==> src/rtl/xf100_exu_wbck_pkg.sv <==
// Shared widths and types for the write-back arbiter slice.
// The XF100 core-wide width macros are honoured when already defined elsewhere.

`ifndef XF100_XLEN
`define XF100_XLEN 32
`endif
`ifndef XF100_RFIDX_WIDTH
`define XF100_RFIDX_WIDTH 5
`endif
`ifndef XF100_WBCK_STARVE_MAX
`define XF100_WBCK_STARVE_MAX 3
`endif

package xf100_exu_wbck_pkg;

    localparam int XLEN            = `XF100_XLEN;
    localparam int RFIDX_WIDTH     = `XF100_RFIDX_WIDTH;
    localparam int WBCK_STARVE_MAX = `XF100_WBCK_STARVE_MAX;

    // One write-back request as presented by a result source
    typedef struct packed {
        logic [XLEN-1:0]        data;
        logic [RFIDX_WIDTH-1:0] rdidx;
    } wbck_req_t;

    // x0 is hard-wired to zero, so writes to it are swallowed
    function automatic logic is_x0(input logic [RFIDX_WIDTH-1:0] idx);
        return idx == '0;
    endfunction

endpackage

==> src/rtl/xf100_exu_wbck_arb.sv <==
// Grant logic for the write-back port: the long pipe normally wins, but an ALU
// result that has been blocked STARVE_MAX cycles in a row is forced through.

module xf100_exu_wbck_arb
    import xf100_exu_wbck_pkg::*;
#(
    parameter int STARVE_MAX = WBCK_STARVE_MAX
) (
    input  logic clk,
    input  logic rst,
    input  logic alu_valid,
    input  logic longp_valid,
    output logic grant_alu,
    output logic grant_longp
);

    localparam int STARVE_CW = $clog2(STARVE_MAX + 1);
    localparam logic [STARVE_CW-1:0] STARVE_LIMIT = STARVE_CW'(STARVE_MAX);

    logic [STARVE_CW-1:0] starve_cnt;
    logic                 force_alu;

    // Priority decision: long pipe first unless the ALU has waited long enough
    always_comb begin
        force_alu   = alu_valid & (starve_cnt == STARVE_LIMIT);
        grant_longp = longp_valid & ~force_alu;
        grant_alu   = alu_valid & ~grant_longp;
    end

    // Count consecutive cycles an ALU result is presented but not accepted
    always_ff @(posedge clk or posedge rst) begin
        if (rst) begin
            starve_cnt <= '0;
        end else if (!alu_valid || grant_alu) begin
            starve_cnt <= '0;
        end else if (starve_cnt != STARVE_LIMIT) begin
            starve_cnt <= starve_cnt + 1'b1;
        end
    end

endmodule

==> src/rtl/xf100_exu_wbck.sv <==
// Write-back stage feeding the regfile write port. Picks one of the ALU or
// long-pipe results per cycle and registers it; the registered port also acts
// as the bypass source seen by decode.

module xf100_exu_wbck
    import xf100_exu_wbck_pkg::*;
#(
    parameter int STARVE_MAX = WBCK_STARVE_MAX
) (
    input  logic                   clk,
    input  logic                   rst,
    input  logic                   alu_i_wbck_valid,
    output logic                   alu_o_wbck_ready,
    input  logic [XLEN-1:0]        alu_i_wbck_data,
    input  logic [RFIDX_WIDTH-1:0] alu_i_wbck_rdidx,
    input  logic                   longp_i_wbck_valid,
    output logic                   longp_o_wbck_ready,
    input  logic [XLEN-1:0]        longp_i_wbck_data,
    input  logic [RFIDX_WIDTH-1:0] longp_i_wbck_rdidx,
    output logic                   rf_o_wr_en,
    output logic [XLEN-1:0]        rf_o_wr_data,
    output logic [RFIDX_WIDTH-1:0] rf_o_wr_rdidx
);

    logic      grant_alu;
    logic      grant_longp;
    logic      transfer;
    wbck_req_t win_req;

    xf100_exu_wbck_arb #(
        .STARVE_MAX (STARVE_MAX)
    ) u_arb (
        .clk         (clk),
        .rst         (rst),
        .alu_valid   (alu_i_wbck_valid),
        .longp_valid (longp_i_wbck_valid),
        .grant_alu   (grant_alu),
        .grant_longp (grant_longp)
    );

    assign alu_o_wbck_ready   = grant_alu;
    assign longp_o_wbck_ready = grant_longp;

    // Select the winning source; grants are one-hot so a simple mux suffices
    always_comb begin
        transfer = grant_alu | grant_longp;
        if (grant_longp) begin
            win_req = '{data: longp_i_wbck_data, rdidx: longp_i_wbck_rdidx};
        end else begin
            win_req = '{data: alu_i_wbck_data, rdidx: alu_i_wbck_rdidx};
        end
    end

    // Register the accepted result; data/index hold when idle so bypass stays stable
    always_ff @(posedge clk or posedge rst) begin
        if (rst) begin
            rf_o_wr_en    <= 1'b0;
            rf_o_wr_data  <= '0;
            rf_o_wr_rdidx <= '0;
        end else if (transfer) begin
            rf_o_wr_en    <= ~is_x0(win_req.rdidx);
            rf_o_wr_data  <= win_req.data;
            rf_o_wr_rdidx <= win_req.rdidx;
        end else begin
            rf_o_wr_en    <= 1'b0;
        end
    end

endmodule

==> config.mk <==
export PLATFORM = sky130hd
export DESIGN_NAME = xf100_exu_wbck
export DESIGN_NICKNAME = d
export VERILOG_FILES = /design/src/rtl/xf100_exu_wbck_pkg.sv /design/src/rtl/xf100_exu_wbck_arb.sv /design/src/rtl/xf100_exu_wbck.sv
export SDC_FILE = /design/constraint.sdc
export NUM_CORES = 1
export LEC_CHECK = 0
export CAP_MARGIN = 25
export CORE_ASPECT_RATIO = 0.8
export CORE_MARGIN = 2
export CORE_UTILIZATION = 30
export DETAILED_ROUTE_END_ITERATION = 7
export HOLD_SLACK_MARGIN = 0.12
export PLACE_DENSITY = 0.71
export SKIP_CTS_REPAIR_TIMING = 1
export SYNTH_ARGS = -nofsm -noshare
export SYNTH_HDL_FRONTEND = slang
export SYNTH_SLANG_ARGS = --single-unit
==> constraint.sdc <==
create_clock -name clk -period 1.45 [get_ports clk]
set_input_delay 0.3625 -clock clk [delete_from_list [all_inputs] [get_ports clk]]
set_output_delay 0.3625 -clock clk [all_outputs]
set_load 0.01 [all_outputs]
==> results of run 1 <==
[flip-flops by register name, indices dropped and copies added, names as in the netlist]
| register | cells |
|---|---|
| rf_o_wr_data | 32 |
| rf_o_wr_en | 1 |
| rf_o_wr_rdidx | 5 |
| u_arb.starve_cnt | 2 |
[worst max-delay path, cell delays in order (launching register included)]
cell      delay, ns
dfrtp_1        0.41
ha_4           0.19
a21boi_4       0.18
buf_6          0.13
[power breakdown]
part           internal, W  switching, W
clock network     0.000388      0.000373
registers          0.00122     0.0000514
logic             0.000446      0.000276
[cells in the final DEF, fill, tap and decap left out, types with 2 or more instances in the layout]
| master | count |
|---|---|
| a21oi_1 | 5 |
| o21ai_1 | 2 |
| buf_12 | 2 |
| nor3_1 | 2 |
| inv_1 | 6 |
| dfrtp_1 | 40 |
| buf_4 | 6 |
| clkbuf_1 | 2 |
| clkdlybuf4s50_1 | 75 |
| nand2_1 | 35 |
| mux2i_1 | 32 |
| buf_2 | 2 |
| dlymetal6s2s_1 | 39 |
| clkbuf_8 | 6 |
| nor2_1 | 2 |
| o21ai_0 | 30 |
| o22ai_1 | 5 |
| mux2_2 | 5 |
[cell families (layout without fill, tap and decap cells)]
family,Yosys count,count (layout),synth area share [%]
buffers and inverters,19,140,6.19
AO/OA/AOI/OAI,45,45,13.1
adder cells (fa/ha/maj),1,1,0.651
AND/OR/NAND/NOR,41,41,8.34
multiplexers,37,37,19.6
flip-flops,40,40,52.1
[stage by stage]
| stage | power [W] | setup slack [ns] | std cells | hold slack (ns) | TNS (ns) |
|---|---|---|---|---|---|
| detailed placement | 0.00204 | -0.550 | 379 | 0.427 | -21.30 |
| floorplan | 0.00157 | 0.0563 | 183 | 0.406 | 0 |
| CTS | 0.00282 | -0.700 | 387 | 0.432 | -14.99 |
| global placement | 0.00203 | -0.513 | 379 | 0.426 | -19.19 |
| global route | 0.00291 | -0.165 | 388 | 0.463 | -0.329 |
| finish | 0.00275 | -0.0983 | 388 | 0.425 | -0.174 |
[final cells by class]
type                            instances  area, sq um  share of cell area (%)
Tap cell                               84          105                    3.11
Clock buffer                            8         90.1                    2.66
Timing Repair Buffer                  125         1350                    39.7
Sequential cell                        40         1000                    29.6
Multi-Input combinational cell        124          817                    24.1
Inverter                                7         26.3                   0.776
[worst min path at each step]
stage	cells after the start	endpoint	slack [ns]	startpoint
after floorplan	1	u_arb.starve_cnt[0]	0.41	u_arb.starve_cnt[0]
after global placement	1	u_arb.starve_cnt[0]	0.43	u_arb.starve_cnt[0]
after detailed placement	1	u_arb.starve_cnt[0]	0.43	u_arb.starve_cnt[0]
after CTS	3	rf_o_wr_data[3]	0.43	rst
after global routing	3	rf_o_wr_data[14]	0.46	rst
final	3	rf_o_wr_data[1]	0.43	rst
[per-layer routing]
layer	vias up	share of wire, %	wire, microns	track usage [%]
met5	-	0	0	0
met4	0	0.68	35	3.92
met3	5	11	582	5.54
met2	78	43	2210	23.1
met1	806	45	2330	18.5
li1	864	-	-	-
==> run metrics, run 1 <==
die area ~7100 sq um; slew at the pin with the worst max-slew slack approximately 0.37 ns; Synth Cell Area 1920 sq um; ranking of synthesized cells by area dfrtp_1 (52%), mux2i_1 (17%), o21ai_0 (8.3%); utilization after layout 53.9%; share of cells above drive strength 1 8.22%; Area growth syn-to-layout 76.2%; top-count cell post-synth dfrtp_1; Root Buffer clkbuf_8; DR iter-0 viols 37; max_slew headroom 75.6%; TritonCTS buffer count 5; Syn. warnings 0; Yosys cell types 20; diodes inserted 0; largest net degree at the start of global routing 73; # port buffers approximately 120; MaxCap Viol Count 0; Max Fclk 646 MHz; clock slew at reported path FFs roughly 0.080 ns; Leak between 1.5 and 2 nW; setup ws final -0.0983 ns; asr flop ratio synth 100%; Reg-to-Reg End rf_o_wr_data[14]; CP endpoint longp_o_wbck_ready; type of origin of the critical path flop; Main synth FF type dfrtp_1; Core Rows 26; cell type with the highest aggregate area in the netlist dfrtp_1; vias in the first global route 1709; vias per std cell ~4.5; Crit. End Element primary output; Cells after Synth ~180; Slew Limit Fails 0; 1st-pass router iterations 4; Die Wd 93.5 microns; Post-DP Area 3160 sq um; Ports 118; Final #Nets around 380; violated checks negative setup slack; PD cells ~810 nW/um^2; Routed Antenna Nets 0; arrival time at the worst endpoint 1.19 ns; start point of the critical path u_arb.starve_cnt[0]; crit path time final 1.55 ns; FF-to-FF Start u_arb.starve_cnt[0]; R2R depth 4; share of the synthesized area in the top cell type between 50% and 60%; clk sinks 40; initial core utilization 30.6%; core outline area around 6300 sq um; Max FO, Critical Path 3; WP data required roughly 1.1 ns; chip height approximately 76 microns; Final setup viols 2; CTS max path bufs 2; sequential area share after synthesis 52.1%; post-route cell area 3380 sq um; initial antenna violation count 0; crit share post-route 107%; gr ovfl total 0; via count 1753; Hold Crit Class input pin to async pin; DR WL/cell 13.3 microns; synthesized area per cell 10.5 sq um; worst reg2reg setup slack 0.10 ns; #FFs+latches synth 40; routability cong. 0.719; Syn Nets 262; Clock Skews approximately 0.0029 ns; Routed WL 5150 microns; RSZ-0062 raised after global routing true; DP HPWL 3710 microns; Post-synth EDFFs 0; synth cell count leaders dfrtp_1 (40), nand2_1 (35), mux2i_1 (32), o21ai_0 (32), inv_1 (7); global-route wire length before repair just under 8000 microns; status finished, violations left; Worst Setup Path Type flop to primary output; VDD IR max between 0.4 and 0.5 mV; CTS H-tree depth 2; FILL cells 561; Final Hold Viols 0; clk_lat worst skew 0.28 ns; DRC 0; Overall Global Routing Usage between 10% and 20%; CTS tree done
Note: power is estimated with default switching activity, not from simulation.
==> inputs of run 2 (changes only) <==
--- a/config.mk
+++ b/config.mk
@@ -5,7 +5,7 @@
 export SDC_FILE = /design/constraint.sdc
 export NUM_CORES = 1
 export LEC_CHECK = 0
-export CAP_MARGIN = 25
+export CAP_MARGIN = 20
 export CORE_ASPECT_RATIO = 0.8
 export CORE_MARGIN = 2
 export CORE_UTILIZATION = 30
==> results of run 2 <==
No change in the layout: final DEF, timing and power equal those of run 1.
==> inputs of run 3 (changes only) <==
--- a/config.mk
+++ b/config.mk
@@ -6,7 +6,6 @@
 export NUM_CORES = 1
 export LEC_CHECK = 0
 export CAP_MARGIN = 20
-export CORE_ASPECT_RATIO = 0.8
 export CORE_MARGIN = 2
 export CORE_UTILIZATION = 30
 export DETAILED_ROUTE_END_ITERATION = 7
==> run metrics, run 3 (same netlist as run 1, synthesis figures left out) <==
commonest non-fill, non-tap cell in the layout clkdlybuf4s50_1; DP HPWL 3870 microns; PD cells 792 nW/um^2; NetSw a little over 0.0007 W; Routed WL 5700 microns; routability cong. about 0.71; initial antenna violation count 0; Die Wd ~84 microns; commonest non-fill, non-tap cells in the layout clkdlybuf4s50_1 (76), dfrtp_1 (40), dlymetal6s2s_1 (38); largest net degree at the start of global routing 41; Crit. End Element primary output; crit share post-route 113%; chip height 84.0 microns; WP data required between 1 and 1.5 ns; Flop pwr share between 40% and 50%; Largest regs rf_o_wr_data x32, rf_o_wr_rdidx x5, u_arb.starve_cnt x2; worst reg2reg setup slack -0.10 ns; Gate power share 27.8%; Max Fclk 611 MHz; gr ovfl total 0; Slew Limit Fails 0; violated checks negative setup slack; DR WL/cell 14.5 microns; Placed Instances 374; VDD IR max 0.368 mV; CTS tree done; Overall Global Routing Usage 15.3%; slew at the pin with the worst max-slew slack 0.339 ns; Root Buffer clkbuf_8; Final #Nets 393; cell internal pwr 0.00208 W; max reg flops 32; TritonCTS buffer count 5; DRC 0; Reg-to-Reg End rf_o_wr_data[6]; max_slew headroom between 70% and 80%; R2R depth 7; vias per std cell 4.60; vias in the first global route roughly 1900; Net Sw Frac approximately a quarter; Final Hold Viols 0; Core Rows 29; Most flops, register rf_o_wr_data; DR iter-0 viols 54; Routed Antenna Nets 0; core outline area 6280 sq um; Area growth syn-to-layout 84.2%; crit path time final 1.64 ns; global-route wire length before repair 8700 microns; CTS max path bufs 2; clk sinks 40; DP Worst Slack -0.629 ns; type of origin of the critical path input pin; diodes inserted 0; FILL cells 567; Final setup viols 31; Leak 1.91 nW; setup ws final -0.186 ns; Ports 118; RSZ-0062 raised after global routing true; die area 7060 sq um; clock share of power 26.9%; status finished, violations left; via count between 1500 and 2000; CTS H-tree depth 2; FF-to-FF Start u_arb.starve_cnt[0]; MaxCap Viol Count 0; arrival time at the worst endpoint 1.27 ns; Hold Crit Class input pin to async pin; initial core utilization 30.6%; Max FO, Critical Path 3; Setup TNS Final -2.16 ns; Clock Skews 0.00454 ns; clock slew at reported path FFs 0.08 ns; non-filler cells, final 392; clk_lat worst skew 0.29 ns; # port buffers 117; share of cells above drive strength 1 about an eighth; 1st-pass router iterations 4; Worst Setup Path Type input pin to primary output
==> run 3: area by class of cell <==
class / instances / area (sq um) / area share [%]
tap: 77 / 96.3 / 2.72
multi-input combinational: 124 / 807 / 22.8
sequential: 40 / 1000 / 28.3
timing repair buffer: 136 / 1510 / 42.8
inverter: 7 / 26.3 / 0.743
clock inverter: 2 / 10.0 / 0.283
clock buffer: 6 / 82.6 / 2.33
==> run 3: worst max-delay path by stage <==
stage                        start                  to  slack (ns)  cells past startpoint
2_1_floorplan  u_arb.starve_cnt[0]  longp_o_wbck_ready        0.06                      3
3_3_place_gp    longp_i_wbck_valid    alu_o_wbck_ready       -0.64                      3
3_5_place_dp    longp_i_wbck_valid    alu_o_wbck_ready       -0.63                      3
4_1_cts        u_arb.starve_cnt[0]  longp_o_wbck_ready       -0.70                      4
5_1_grt        u_arb.starve_cnt[0]  longp_o_wbck_ready       -0.25                      4
6_report        longp_i_wbck_valid  longp_o_wbck_ready       -0.19                      3
==> run 3: metal layers <==
layer | track usage [%] | part of all wire [%] | wire (microns) | up-vias
li1 | - | - | - | 894
met4 | 4.40 | 0.88 | 50 | 0
met5 | 0 | 0 | 0 | -
met3 | 4.25 | 5.9 | 339 | 4
met1 | 17.5 | 41 | 2320 | 840
met2 | 27.7 | 52 | 2980 | 64
==> run 3: power groups by stage <==
stage / clock [W] / combinational (W) / sequential (W)
final: 0.000754 / 0.000780 / 0.00127
after global routing: 0.000844 / 0.000845 / 0.00128
after CTS: 0.000793 / 0.000760 / 0.00127
after detailed placement: 0 / 0.000760 / 0.00129
after global placement: 0 / 0.000746 / 0.00129
after floorplan: 0 / 0.000230 / 0.00134
==> run 3: per-stage QoR <==
step	instance area [sq um]	hold slack, ns	util [%]	total power [W]
final	3540	0.413	56.3	0.00280
after global routing	3540	0.436	56.3	0.00297
after CTS	3280	0.405	52.2	0.00283
after detailed placement	3180	0.423	50.7	0.00205
after global placement	3180	0.417	50.7	0.00203
after floorplan	1920	0.406	-	0.00157
==> run 3: worst max-delay path: stages <==
cell and delay, ns:
clkdlybuf4s50_1 0.54, a21boi_4 0.24, buf_6 0.13
